**config.mk**
```make
export PLATFORM = sky130hd
export DESIGN_NAME = mips_regfile_mp_flat
export DESIGN_NICKNAME = d
export VERILOG_FILES = /design/src/rtl/mips_regfile_mp_if.sv /design/src/rtl/mips_regfile_mp.sv /design/src/flat_wrapper.sv
export SDC_FILE = /design/constraint.sdc
export NUM_CORES = 2
export LEC_CHECK = 0
export CAP_MARGIN = 20
export CORE_MARGIN = 1
export CORE_UTILIZATION = 55
export CTS_CLUSTER_SIZE = 24
export DETAILED_ROUTE_END_ITERATION = 8
export HOLD_SLACK_MARGIN = 0.15
export PLACE_DENSITY = 0.71
export SYNTH_ARGS = -nofsm -noshare
export SYNTH_HDL_FRONTEND = slang
export SYNTH_SLANG_ARGS = --single-unit
```
**constraint.sdc**
```tcl
create_clock -name clk -period 2.2 [get_ports clk]
set_input_delay 0.22 -clock clk [delete_from_list [all_inputs] [get_ports clk]]
set_output_delay 0.22 -clock clk [all_outputs]
set_load 0.005 [all_outputs]
```
**src/rtl/mips_regfile_mp_if.sv**
```systemverilog
// Register-file bus: two write ports, load-issue marking, and two read ports with busy flags.
interface mips_regfile_mp_if #(
    parameter int DATA_W = 32,
    parameter int ADDR_W = 5
);
    logic              WriteEnable0;
    logic [ADDR_W-1:0] WriteAddress0;
    logic [DATA_W-1:0] WriteData0;
    logic              WriteEnable1;
    logic [ADDR_W-1:0] WriteAddress1;
    logic [DATA_W-1:0] WriteData1;
    logic [ADDR_W-1:0] ReadAddress1;
    logic [ADDR_W-1:0] ReadAddress2;
    logic [DATA_W-1:0] ReadData1;
    logic [DATA_W-1:0] ReadData2;
    logic              IssueValid;
    logic [ADDR_W-1:0] IssueAddress;
    logic              Busy1;
    logic              Busy2;

    modport master (
        output WriteEnable0, WriteAddress0, WriteData0,
        output WriteEnable1, WriteAddress1, WriteData1,
        output ReadAddress1, ReadAddress2, IssueValid, IssueAddress,
        input  ReadData1, ReadData2, Busy1, Busy2
    );

    modport slave (
        input  WriteEnable0, WriteAddress0, WriteData0,
        input  WriteEnable1, WriteAddress1, WriteData1,
        input  ReadAddress1, ReadAddress2, IssueValid, IssueAddress,
        output ReadData1, ReadData2, Busy1, Busy2
    );
endinterface

```
**src/rtl/mips_regfile_mp.sv**
```systemverilog
// Two-write/two-read MIPS register file with a per-register load-pending busy scoreboard.
// Define REGFILE_BYPASS_EN to forward same-cycle write data (and busy clears) to the read ports.
module mips_regfile_mp #(
    parameter int DATA_W = 32,
    parameter int ADDR_W = 5
) (
    input logic              clk,
    input logic              rst_n,
    mips_regfile_mp_if.slave rf
);
    localparam int REGS = 1 << ADDR_W;

    logic [DATA_W-1:0] regs [REGS];
    logic [REGS-1:0]   busy;
    logic [REGS-1:0]   busyNext;
    logic              wr0Act;
    logic              wr1Act;
    logic              issAct;
    logic [DATA_W-1:0] stored1;
    logic [DATA_W-1:0] stored2;

    assign wr0Act = rf.WriteEnable0 && (rf.WriteAddress0 != '0);
    assign wr1Act = rf.WriteEnable1 && (rf.WriteAddress1 != '0);
    assign issAct = rf.IssueValid && (rf.IssueAddress != '0);

    // Clear before set so a same-cycle issue and load writeback leave the register busy.
    always_comb begin
        busyNext = busy;
        if (wr1Act) busyNext[rf.WriteAddress1] = 1'b0;
        if (issAct) busyNext[rf.IssueAddress] = 1'b1;
        busyNext[0] = 1'b0;
    end

    // Port 1 is written last so the load result wins a same-address collision.
    always_ff @(posedge clk or negedge rst_n) begin
        if (!rst_n) begin
            for (int i = 0; i < REGS; i++) regs[i] <= '0;
            busy <= '0;
        end else begin
            if (wr0Act) regs[rf.WriteAddress0] <= rf.WriteData0;
            if (wr1Act) regs[rf.WriteAddress1] <= rf.WriteData1;
            busy <= busyNext;
        end
    end

    assign stored1 = (rf.ReadAddress1 == '0) ? '0 : regs[rf.ReadAddress1];
    assign stored2 = (rf.ReadAddress2 == '0) ? '0 : regs[rf.ReadAddress2];

`ifdef REGFILE_BYPASS_EN
    // Forwarding is gated by rst_n so nothing leaks out while the array is held cleared.
    always_comb begin
        rf.ReadData1 = stored1;
        if (rst_n && wr1Act && rf.WriteAddress1 == rf.ReadAddress1)
            rf.ReadData1 = rf.WriteData1;
        else if (rst_n && wr0Act && rf.WriteAddress0 == rf.ReadAddress1)
            rf.ReadData1 = rf.WriteData0;

        rf.ReadData2 = stored2;
        if (rst_n && wr1Act && rf.WriteAddress1 == rf.ReadAddress2)
            rf.ReadData2 = rf.WriteData1;
        else if (rst_n && wr0Act && rf.WriteAddress0 == rf.ReadAddress2)
            rf.ReadData2 = rf.WriteData0;

        rf.Busy1 = busy[rf.ReadAddress1];
        if (rst_n && wr1Act && rf.WriteAddress1 == rf.ReadAddress1
            && !(issAct && rf.IssueAddress == rf.ReadAddress1))
            rf.Busy1 = 1'b0;

        rf.Busy2 = busy[rf.ReadAddress2];
        if (rst_n && wr1Act && rf.WriteAddress1 == rf.ReadAddress2
            && !(issAct && rf.IssueAddress == rf.ReadAddress2))
            rf.Busy2 = 1'b0;
    end
`else
    always_comb begin
        rf.ReadData1 = stored1;
        rf.ReadData2 = stored2;
        rf.Busy1     = busy[rf.ReadAddress1];
        rf.Busy2     = busy[rf.ReadAddress2];
    end
`endif
endmodule

```
**src/flat_wrapper.sv**
```systemverilog
// flat-port wrapper written by rule: the top's interface ports become plain ports
module mips_regfile_mp_flat 
#(
    parameter int DATA_W = 32,
    parameter int ADDR_W = 5
)
  (clk, rst_n, rf_WriteEnable0, rf_WriteAddress0, rf_WriteData0, rf_WriteEnable1, rf_WriteAddress1, rf_WriteData1, rf_ReadAddress1, rf_ReadAddress2, rf_IssueValid, rf_IssueAddress, rf_ReadData1, rf_ReadData2, rf_Busy1, rf_Busy2);
  mips_regfile_mp_if #(.DATA_W(DATA_W), .ADDR_W(ADDR_W)) rf_i ();
  input logic clk;
  input logic rst_n;
  input wire logic [$bits(rf_i.WriteEnable0)-1:0] rf_WriteEnable0;
  input wire logic [$bits(rf_i.WriteAddress0)-1:0] rf_WriteAddress0;
  input wire logic [$bits(rf_i.WriteData0)-1:0] rf_WriteData0;
  input wire logic [$bits(rf_i.WriteEnable1)-1:0] rf_WriteEnable1;
  input wire logic [$bits(rf_i.WriteAddress1)-1:0] rf_WriteAddress1;
  input wire logic [$bits(rf_i.WriteData1)-1:0] rf_WriteData1;
  input wire logic [$bits(rf_i.ReadAddress1)-1:0] rf_ReadAddress1;
  input wire logic [$bits(rf_i.ReadAddress2)-1:0] rf_ReadAddress2;
  input wire logic [$bits(rf_i.IssueValid)-1:0] rf_IssueValid;
  input wire logic [$bits(rf_i.IssueAddress)-1:0] rf_IssueAddress;
  output wire logic [$bits(rf_i.ReadData1)-1:0] rf_ReadData1;
  output wire logic [$bits(rf_i.ReadData2)-1:0] rf_ReadData2;
  output wire logic [$bits(rf_i.Busy1)-1:0] rf_Busy1;
  output wire logic [$bits(rf_i.Busy2)-1:0] rf_Busy2;
  assign rf_i.WriteEnable0 = rf_WriteEnable0;
  assign rf_i.WriteAddress0 = rf_WriteAddress0;
  assign rf_i.WriteData0 = rf_WriteData0;
  assign rf_i.WriteEnable1 = rf_WriteEnable1;
  assign rf_i.WriteAddress1 = rf_WriteAddress1;
  assign rf_i.WriteData1 = rf_WriteData1;
  assign rf_i.ReadAddress1 = rf_ReadAddress1;
  assign rf_i.ReadAddress2 = rf_ReadAddress2;
  assign rf_i.IssueValid = rf_IssueValid;
  assign rf_i.IssueAddress = rf_IssueAddress;
  assign rf_ReadData1 = rf_i.ReadData1;
  assign rf_ReadData2 = rf_i.ReadData2;
  assign rf_Busy1 = rf_i.Busy1;
  assign rf_Busy2 = rf_i.Busy2;
  mips_regfile_mp #(.DATA_W(DATA_W), .ADDR_W(ADDR_W)) u_core (.clk(clk), .rst_n(rst_n), .rf(rf_i));
endmodule
```
==> out/metrics.cfg <==
[logic_synthesis]
ys_seq_elements = 1055
yosys.area_share.simple = 0.0790
synth_top_area_frac = 0.406
synthCells = 6153
yosysSeqAreaShare = 0.406
async_flop_share = 1.00
yosysUniqueCellTypes = 48
synth_compound_area_frac = 0.138
synthAdderAreaFrac = 0
synth_xor_area_frac = 0
yosysTopAreaCell = dfrtp_1
synth.area.top_cells = dfrtp_1, mux4_2, mux2i_1
yosys_warnings = 0
synth_edf_count = 0
syn_area_sq_um = 65100
synthMuxAreaShare = 0.325
synth_nets = 6247
synth_top_family_by_area = multiplexers
synth.avg_cell_area_sq_um = 10.6
synth_flop_cell = dfrtp_1

[placement]
portBuffers = 159
dpl.cell_count = 7998
place_congestion = 1.04
place_hpwl_mm = 188
place_ws_ns = -0.866

[route]
drc = 0
wl_per_cell_um = 34.5
vias = 60400
via_per_inst = 7.29
dr.first_iter.drc_count = 10500
ant_nets = 0
drt_wl_total_mm = 286
dr.pass1.iters = 7

[clock_tree]
clkSinkCount = 1055
h-tree-depth = 3
ctsRootBufferMaster = clkbuf_16
clock_path_buffers = 3
cts_buffers = 118
clk_pin_slew_worst_paths_ns = 0.07
clkLatencyLatePin_ns = 0.75
cts_tree = yes

[floorplan]
dieArea_sq_um = 120000
fp.dieW_um = 346
die_h_um = 346
initial_core_util = 0.558
io_pins = 160
core_sq_um = 117000
rows = 125

[worst_setup_path]
crit_path_start = u_core.busy[28]
ff2ff_path_depth = 5
worst_setup_path_start_kind = flop
crit_family = multiplexers
reg2reg_to = u_core.regs[824]
path_common_cell = mux4_2
crit_path_end_kind = output pin
reg2reg_from = u_core.regs[824]
worst_path_largest_cell_delay_ns = 0.48
cp_cell_sequence = buf_4 -> mux4_2 -> mux4_2 -> mux2_4 -> buf_6
cp_max_fo = 2
crit_path_top_delay_cell = mux4_2
crit_buf_inv = 2
worstPathArrival_ns = 2.65
crit_required_ns = 1.98
criticalPathCategory = reg2out
reg2reg_slack_ns = 1.09

[global_routing]
met3_usage = 0.195
top_usage_layer = met2
grt_start_max_net_pins = 72
grt_pass1_vias = 59300
antenna_found_initial = 9
grt_pass1_wl_mm = 409
met1_usage = 0.600
gr-usage-all-layers = 0.470
overflow = 0
grt_use_met2 = 0.636

[timing]
fmax_mhz = 349
fin_ws_ns = -0.665
timing.slew.headroom = 0.198
finClkSkew_ns = 0
worst_pin_slew_ns = 1.20
setup_viol_count_final = 66
rsz0062_at_grt = yes
hold_viol = 0
drv_slew = 0
period_needed_ns = 2.87
period_share = 1.30

[power_and_ir_drop]
p_per_area_nw_per_um2 = 863
peakVddDrop_v = 0.000761
static-leakage-power_nw = 35.6

[layout]
nets = 6747
layout_commonest_cell = dfrtp_1
layout_common_cells = dfrtp_1, mux2i_1, buf_4
instances_no_fill = 8285
drive_gt1_frac = 0.311
area_delta_synth_final_pct = 26.7

[status]
violations = setup timing
outcome = finished with violations

[worst_hold_path]
holdPathEnd = u_core.busy[4]
hp-class = in2reg
min_delay_path_depth = 4
worstHoldStart = rf_IssueAddress[1]

[flow_run]
max-cap-violations = 0

## metrics by stage
| stage | utilization | power [W] | cell area, sq um | hold slack, ns | setup TNS (ns) |
|---|---|---|---|---|---|
| 2_1_floorplan | - | 0.0391 | 65100 | -0.0756 | 0 |
| 3_3_place_gp | 0.654 | 0.0462 | 76300 | 0.228 | -51.98 |
| 3_5_place_dp | 0.654 | 0.0472 | 76400 | 0.226 | -58.61 |
| 4_1_cts | 0.702 | 0.0697 | 81900 | 0.214 | -30.63 |
| 5_1_grt | 0.707 | 0.0732 | 82400 | 0.291 | -33.09 |
| 6_report | 0.707 | 0.0711 | 82400 | 0.251 | -31.82 |
## what timing repair did
action | 4_1_cts | 5_1_grt
hold buffers | 3 | 0
resized for setup | 589 | 88
pin swaps | 92 | 50
hold endpoints to repair | 927 | 0
setup endpoints to repair | 66 | 66
buffers inserted | 64 | 18
## state kept, by name (all words and copies together), names as in the netlist
name / count
u_core.regs: 1024
u_core.busy: 31
## worst min-delay path, stage by stage
cell,delay [ns]
clkdlybuf4s50_1,0.51
nor2_1,0.10
nand2_1,0.06
o21ai_0,0.07
## report_power, final
part,switching (W),internal (W)
Clock,0.00893,0.0127
Sequential,0.00430,0.0244
Combinational,0.00943,0.0113
Total,0.0227,0.0485
## cells in the mapped netlist, types with 38 or more instances
cell,number
a311oi_1,64
mux2i_1,992
a211oi_1,64
nor2b_1,72
nor2_1,612
o21ai_0,523
a22oi_1,64
a32oi_1,130
o21ai_1,38
buf_2,176
mux4_2,466
a21oi_1,576
a221oi_1,47
nand2_1,490
mux2_2,66
dfrtp_1,1055
clkbuf_1,540
## worst max path at each step
stage | slack (ns) | depth (start not counted) | to
detailed placement | -0.87 | 7 | rf_ReadData2[27]
global placement | -0.88 | 7 | rf_ReadData2[29]
finish | -0.67 | 5 | rf_Busy2
global route | -0.70 | 5 | rf_Busy2
CTS | -0.69 | 5 | rf_Busy2
floorplan | 0.19 | 6 | rf_Busy1
## kinds of logic after synthesis
group                  count (synthesis)
AO/OA/AOI/OAI                       1533
buffers and inverters                787
flip-flops                          1055
multiplexers                        1524
AND/OR/NAND/NOR                     1254
## area by class of cell
cell class / instances / area [sq um]
flip-flops and latches: 1055 / 26400
clock inverters: 56 / 763
multi-input cells: 4311 / 37400
well taps: 1524 / 1910
repair buffers: 1159 / 12500
inverters: 8 / 33.8
clock buffers: 168 / 3430
fillers: 7978 / 34200
diodes: 4 / 10.0
## routing by layer
layer  vias up  wire length [um]
met5         -               130
met4        14             25300
met3      1525             47300
met2      5765            116000
met1     29300             97500
li1      23800                 -
(Power assumes the default switching activity.)
